<file path="config.mk">
export PLATFORM = sky130hd
export DESIGN_NAME = vga_scanout
export DESIGN_NICKNAME = d
export VERILOG_FILES = /design/src/rtl/vga_scanout.sv
export SDC_FILE = /design/constraint.sdc
export NUM_CORES = 1
export LEC_CHECK = 0
export BUFFER_PORTS_ARGS = -buffer_cell sky130_fd_sc_hd__buf_4
export CAP_MARGIN = 10
export CORE_MARGIN = 2
export CORE_UTILIZATION = 47
export CTS_BUF_LIST = sky130_fd_sc_hd__clkbuf_4
export CTS_CLUSTER_DIAMETER = 60
export CTS_CLUSTER_SIZE = 40
export DETAILED_ROUTE_END_ITERATION = 10
export PLACE_DENSITY = 0.74
export SLEW_MARGIN = 10
export SYNTH_ARGS = -nofsm -noshare
export SYNTH_HDL_FRONTEND = slang
export SYNTH_SLANG_ARGS = --single-unit
</file>
<file path="constraint.sdc">
create_clock -name clock -period 4.5 [get_ports clock]
set_input_delay 0.9 -clock clock [delete_from_list [all_inputs] [get_ports clock]]
set_output_delay 0.9 -clock clock [all_outputs]
set_load 0.05 [all_outputs]
</file>
<file path="src/rtl/vga_scanout.sv">
// 640x480@60 VGA scan-out: pixel-rate divider, h/v counters, framebuffer address
// presentation and a registered RGB/sync/blank output stage one pixel behind the address.
`timescale 1ns/1ps

module vga_scanout #(
    parameter int unsigned PIX_DIV  = 2,
    parameter int unsigned H_ACTIVE = 640,
    parameter int unsigned H_FP     = 16,
    parameter int unsigned H_SYNC   = 96,
    parameter int unsigned H_BP     = 48,
    parameter int unsigned V_ACTIVE = 480,
    parameter int unsigned V_FP     = 10,
    parameter int unsigned V_SYNC   = 2,
    parameter int unsigned V_BP     = 33
) (
    input  logic        clock,
    input  logic        reset,
    output logic [9:0]  h_addr,
    output logic [9:0]  v_addr,
    output logic        rd_en,
    input  logic [11:0] vga_data,
    output logic [3:0]  vga_r,
    output logic [3:0]  vga_g,
    output logic [3:0]  vga_b,
    output logic        vga_hs,
    output logic        vga_vs,
    output logic        vga_blank_n,
    output logic        frame_start,
    output logic        vblank
);

    localparam int unsigned CNT_W   = 10;
    localparam int unsigned DIV_W   = (PIX_DIV > 1) ? $clog2(PIX_DIV) : 1;
    localparam int unsigned H_TOTAL = H_ACTIVE + H_FP + H_SYNC + H_BP;
    localparam int unsigned V_TOTAL = V_ACTIVE + V_FP + V_SYNC + V_BP;
    localparam int unsigned HS_BEG  = H_ACTIVE + H_FP;
    localparam int unsigned HS_END  = H_ACTIVE + H_FP + H_SYNC;
    localparam int unsigned VS_BEG  = V_ACTIVE + V_FP;
    localparam int unsigned VS_END  = V_ACTIVE + V_FP + V_SYNC;

    logic [DIV_W-1:0] div_q, div_d;
    logic [CNT_W-1:0] h_cnt_q, h_cnt_d;
    logic [CNT_W-1:0] v_cnt_q, v_cnt_d;
    logic [11:0]      rgb_q, rgb_d;
    logic             hs_q, hs_d;
    logic             vs_q, vs_d;
    logic             blank_n_q, blank_n_d;
    logic             frame_start_q, frame_start_d;
    logic             vblank_q, vblank_d;

    logic pix_tick_c;
    logic h_wrap_c;
    logic v_wrap_c;
    logic active_c;
    logic hsync_c;
    logic vsync_c;

    // Region decode from the pre-increment counters
    always_comb begin
        pix_tick_c = (div_q == DIV_W'(PIX_DIV - 1));
        h_wrap_c   = (h_cnt_q == CNT_W'(H_TOTAL - 1));
        v_wrap_c   = (v_cnt_q == CNT_W'(V_TOTAL - 1));
        active_c   = (h_cnt_q < CNT_W'(H_ACTIVE)) && (v_cnt_q < CNT_W'(V_ACTIVE));
        hsync_c    = (h_cnt_q >= CNT_W'(HS_BEG)) && (h_cnt_q < CNT_W'(HS_END));
        vsync_c    = (v_cnt_q >= CNT_W'(VS_BEG)) && (v_cnt_q < CNT_W'(VS_END));
    end

    // Next state: everything except the divider moves only on pix_tick
    always_comb begin
        div_d         = div_q + DIV_W'(1);
        h_cnt_d       = h_cnt_q;
        v_cnt_d       = v_cnt_q;
        rgb_d         = rgb_q;
        hs_d          = hs_q;
        vs_d          = vs_q;
        blank_n_d     = blank_n_q;
        vblank_d      = vblank_q;
        frame_start_d = 1'b0;

        if (pix_tick_c) begin
            div_d   = '0;
            h_cnt_d = h_wrap_c ? '0 : h_cnt_q + CNT_W'(1);
            if (h_wrap_c) begin
                v_cnt_d = v_wrap_c ? '0 : v_cnt_q + CNT_W'(1);
            end
            hs_d          = ~hsync_c;
            vs_d          = ~vsync_c;
            blank_n_d     = active_c;
            // Blanking is enforced here so stray framebuffer data never reaches the pins
            rgb_d         = active_c ? vga_data : 12'h000;
            vblank_d      = (v_cnt_d >= CNT_W'(V_ACTIVE));
            frame_start_d = h_wrap_c && v_wrap_c;
        end
    end

    always_ff @(posedge clock) begin
        if (reset) begin
            div_q         <= '0;
            h_cnt_q       <= '0;
            v_cnt_q       <= '0;
            rgb_q         <= '0;
            hs_q          <= 1'b1;
            vs_q          <= 1'b1;
            blank_n_q     <= 1'b0;
            frame_start_q <= 1'b0;
            vblank_q      <= 1'b0;
        end else begin
            div_q         <= div_d;
            h_cnt_q       <= h_cnt_d;
            v_cnt_q       <= v_cnt_d;
            rgb_q         <= rgb_d;
            hs_q          <= hs_d;
            vs_q          <= vs_d;
            blank_n_q     <= blank_n_d;
            frame_start_q <= frame_start_d;
            vblank_q      <= vblank_d;
        end
    end

    assign h_addr      = h_cnt_q;
    assign v_addr      = v_cnt_q;
    assign rd_en       = active_c;
    assign vga_r       = rgb_q[11:8];
    assign vga_g       = rgb_q[7:4];
    assign vga_b       = rgb_q[3:0];
    assign vga_hs      = hs_q;
    assign vga_vs      = vs_q;
    assign vga_blank_n = blank_n_q;
    assign frame_start = frame_start_q;
    assign vblank      = vblank_q;

endmodule

</file>
==> results <==
- After detailed routing, the number of vias per cell comes to 5.456.
- The worst-case reg-to-reg path depth is 6.
- The DRC violations left is 0.
- The number of hold buffers added after CTS was 0.
- The worst setup path is of the flop to output port kind.
- After technology mapping, the gate count stands at 186.
- The initialized floorplan defines 21 standard-cell rows.
- Derived from the worst setup path, the maximum achievable clock frequency is 418.5 MHz.
- In this run the worst hold path is classified as flop to flop.
- The element type at the critical path end is an output port.
- The first-pass GRT wire length is 6679 um.
- The number of cells upsized or downsized after cts is 0.
- The worst path uses 53.10% of the clock period.
- For this configuration, the core starts out at a cell density of 49.83%.
- The number of buffer cells added on primary ports is 51.
- Across every metal layer, demand over resource in global routing totals 20.31%.
- The post-route non-filler standard cell count is 283.
- Setup repair after global routing left no endpoint under its margin.
- Across the run, the number of max-cap violations was 0.
- The number of buffers created by CTS is 5.
- The most common cell after layout, fill and taps aside is sky130_fd_sc_hd__buf_4.
- The post-route antenna net violation count is 0.
- The longest clock path from root to sink contains 2 buffers.
- For this run, the post-layout net count is 254.
- The run finished with clean final reports.
- After clock tree synthesis, the clock-pin slew on the worst setup and hold paths is 120 ps.
- The routed layout has 1544 vias.
- The worst slack after detailed placement is 2344 ps.
- The clock latency at the later pin of the worst-skew pair is 350 ps.
- The placeable core region is 3390 um^2.
- The clock net in this run drives a total of 38 sinks.
- Setup total negative slack on the finished layout was measured at 0 ps.
- The post-synthesis net count is 204.
- In this run the power density over the cells is 328.1 nW/um^2.
- The predominant post-synthesis flop cell is sky130_fd_sc_hd__dfxtp_1.
- Across all setup checks in the final design, the least slack found is 2110 ps.
- The reg-to-reg setup timing slack is 2390 ps.
- The number of cells on the worst hold path is 1.
- Summed over all layers, the routed wires come to 3868 um.
- The initial antenna violation count is 0.
- The via count of the first global-routing pass is 1424.
- The final-layout fill cell count is 294.
- The worst endpoint required time is 3600 ps.
- TritonCTS built the clock tree.
- After detailed routing, the average wire length per cell comes to 13.67 um.
- In this run the number of H-tree levels came out at 2.
- The final count of hold timing violations is 0.
- The worst-case IR drop observed on VDD is 0.2000 mV.
- Counting flops and latches in the post-synthesis netlist gives 38.
- 52 I/O pins were placed.
- The synthesized cell area is 1689 um^2.
- The total placed cells including tap cells is 275.
- The routability congestion estimate from global placement is 0.8390.
- In the synthesized netlist the async set-or-reset flop fraction comes to 0%.
- The sequential share of the synthesized area is 45.04%.
- STA puts the critical path data arrival time at 1490 ps.
- The worst hold path begins at rgb_q[5].
- From synthesis to final layout, the design area changed by 30.30%.
- The worst hold path terminates at rgb_q[5].
- Of all nets on the critical path, the largest fanout is 8.
- The count of pins over their slew limit was 0.
- The number of antenna diodes in the final layout is 0.
- Setup violations remaining at the end of the flow were counted as 0.
- The height of the die is 63.95 um.
- The type of element launching the critical path is a flop.
- The die covers 4090 um^2.
- The top cell types in the final layout, fill and taps aside, are 52 x sky130_fd_sc_hd__buf_4, 38 x sky130_fd_sc_hd__dfxtp_1, 16 x sky130_fd_sc_hd__nor2_1, 15 x sky130_fd_sc_hd__nand2_1, 12 x sky130_fd_sc_hd__a22o_1.
- The maximum number of pins on one net before global-route repair is 21.
- The post-CTS setup repair buffer count is 0.
- The total half-perimeter wirelength after legalization and detailed placement is 2722 um.
- The count of synthesis-stage warnings from yosys is 0.
- The mean post-synth cell area is 9.081 um^2.
- After layout, the minimum clock period comes to 2390 ps.
- The analysis attributes to cell leakage a power of 0.9151 nW.
- The die is 63.95 um wide.
- The transition time of the tightest slew-check pin is 705.3 ps.
- The root buffer cell chosen for the clock tree is sky130_fd_sc_hd__clkbuf_4.
- The remaining global-route overflow is 0.
- In this run the tightest slew margin relative to its limit is 52.55%.
- In this run the critical register-to-register path is captured at v_addr[0].
- The share of post-route cells with drive strength above 1 is 27.43%.
- The number of enable flip-flop cells after synthesis is 0.
- In this run, distinct cell masters in the synthesized netlist total 33.
- The total iterations of the first detailed-routing run is 4.
- The clock arrives with 7.170 ps of skew.
- The number of design-rule violations left by the first detailed-router iteration is 106.
- The startpoint of the most critical register-to-register path is h_addr[0].
worst max-delay path by stage:
stage | startpoint | endpoint | cells after the start
finish | v_addr[5] | rd_en | 4
global route | v_addr[5] | rd_en | 4
CTS | v_addr[5] | rd_en | 4
detailed placement | reset | v_addr[4] | 5
global placement | reset | v_addr[4] | 5
floorplan | v_addr[6] | rd_en | 4
worst max-delay path, cell delays in order, from the launching register on:
cell                      delay [ps]
sky130_fd_sc_hd__dfxtp_1         510
sky130_fd_sc_hd__nand4_1         240
sky130_fd_sc_hd__nand2_1         150
sky130_fd_sc_hd__nor2_1           50
sky130_fd_sc_hd__buf_4           190
registers in the layout, summed over array words and instances, names as in the netlist:
register	count
rgb_q	12
div_q	1
frame_start	1
h_addr	10
vga_blank_n	1
vblank	1
vga_hs	1
v_addr	10
vga_vs	1
synthesized netlist by cell type, types with 2 or more instances:
master | count | area share, %
sky130_fd_sc_hd__a21o_1 | 4 | 1.8
sky130_fd_sc_hd__a21oi_1 | 10 | 3.0
sky130_fd_sc_hd__a22o_1 | 12 | 6.2
sky130_fd_sc_hd__a31oi_1 | 3 | 1.1
sky130_fd_sc_hd__and3_1 | 3 | 1.1
sky130_fd_sc_hd__clkbuf_1 | 7 | 1.6
sky130_fd_sc_hd__dfxtp_1 | 38 | 45
sky130_fd_sc_hd__ha_1 | 4 | 3.0
sky130_fd_sc_hd__inv_1 | 6 | 1.3
sky130_fd_sc_hd__nand2_1 | 15 | 3.3
sky130_fd_sc_hd__nand2b_1 | 5 | 1.9
sky130_fd_sc_hd__nand3_1 | 7 | 2.1
sky130_fd_sc_hd__nand3b_1 | 2 | 0.89
sky130_fd_sc_hd__nand4_1 | 7 | 2.6
sky130_fd_sc_hd__nand4b_1 | 4 | 2.1
sky130_fd_sc_hd__nor2_1 | 16 | 3.6
sky130_fd_sc_hd__nor3_1 | 3 | 0.89
sky130_fd_sc_hd__nor4_1 | 4 | 1.5
sky130_fd_sc_hd__o21ai_0 | 7 | 2.1
sky130_fd_sc_hd__or2_2 | 2 | 0.74
sky130_fd_sc_hd__or3_1 | 5 | 1.9
sky130_fd_sc_hd__xnor2_1 | 4 | 2.1
sky130_fd_sc_hd__xor2_1 | 8 | 4.1
logic make-up (layout without fill, tap and decap cells):
| family | count (synthesis) | in the layout | share of synthesized area (%) |
|---|---|---|---|
| flip-flops | 38 | 38 | 45.04 |
| buffers and inverters | 15 | 66 | 3.852 |
| adder cells (fa/ha/maj) | 4 | 4 | 2.963 |
| AO/OA/AOI/OAI | 38 | 38 | 15.11 |
| XOR/XNOR | 12 | 12 | 6.222 |
| AND/OR/NAND/NOR | 79 | 79 | 26.81 |
power breakdown:
group / internal (W) / switching (W) / total, W
sequential: 0.000346 / 0.00000793 / 0.000354
combinational: 0.0000274 / 0.0000495 / 0.0000769
clock: 0.000174 / 0.000118 / 0.000292
total: 0.000547 / 0.000175 / 0.000722
through the flow:
| step | hold slack [ps] | power, W | instance area [um^2] | utilization [%] |
|---|---|---|---|---|
| finish | 485.9 | 0.0007221 | 2201 | 64.93 |
| global route | 507.7 | 0.0007546 | 2201 | 64.93 |
| CTS | 491.1 | 0.0007276 | 2201 | 64.93 |
| detailed placement | 458.6 | 0.0004383 | 2095 | 61.79 |
| global placement | 434.8 | 0.0004371 | 2095 | 61.79 |
| floorplan | 565.3 | 0.0004100 | 1689 | - |
cell type report:
type	instances	area [um^2]	share of cell area [%]
Clock buffer	5	37.54	1.706
Clock inverter	3	68.82	3.127
Inverter	6	22.52	1.023
Multi-Input combinational cell	133	863.3	39.23
Sequential cell	38	760.7	34.57
Tap cell	46	57.56	2.615
Timing Repair Buffer	52	390.4	17.74
per-layer routing:
layer	vias to the layer above	track usage, %	share of wire, %
met3	8	4.049	6.9
met5	-	0	0
met4	0	7.337	1.4
met2	53	30.86	44
li1	762	-	-
met1	721	28.45	47
No activity file was read; power rests on OpenSTA's default activity.
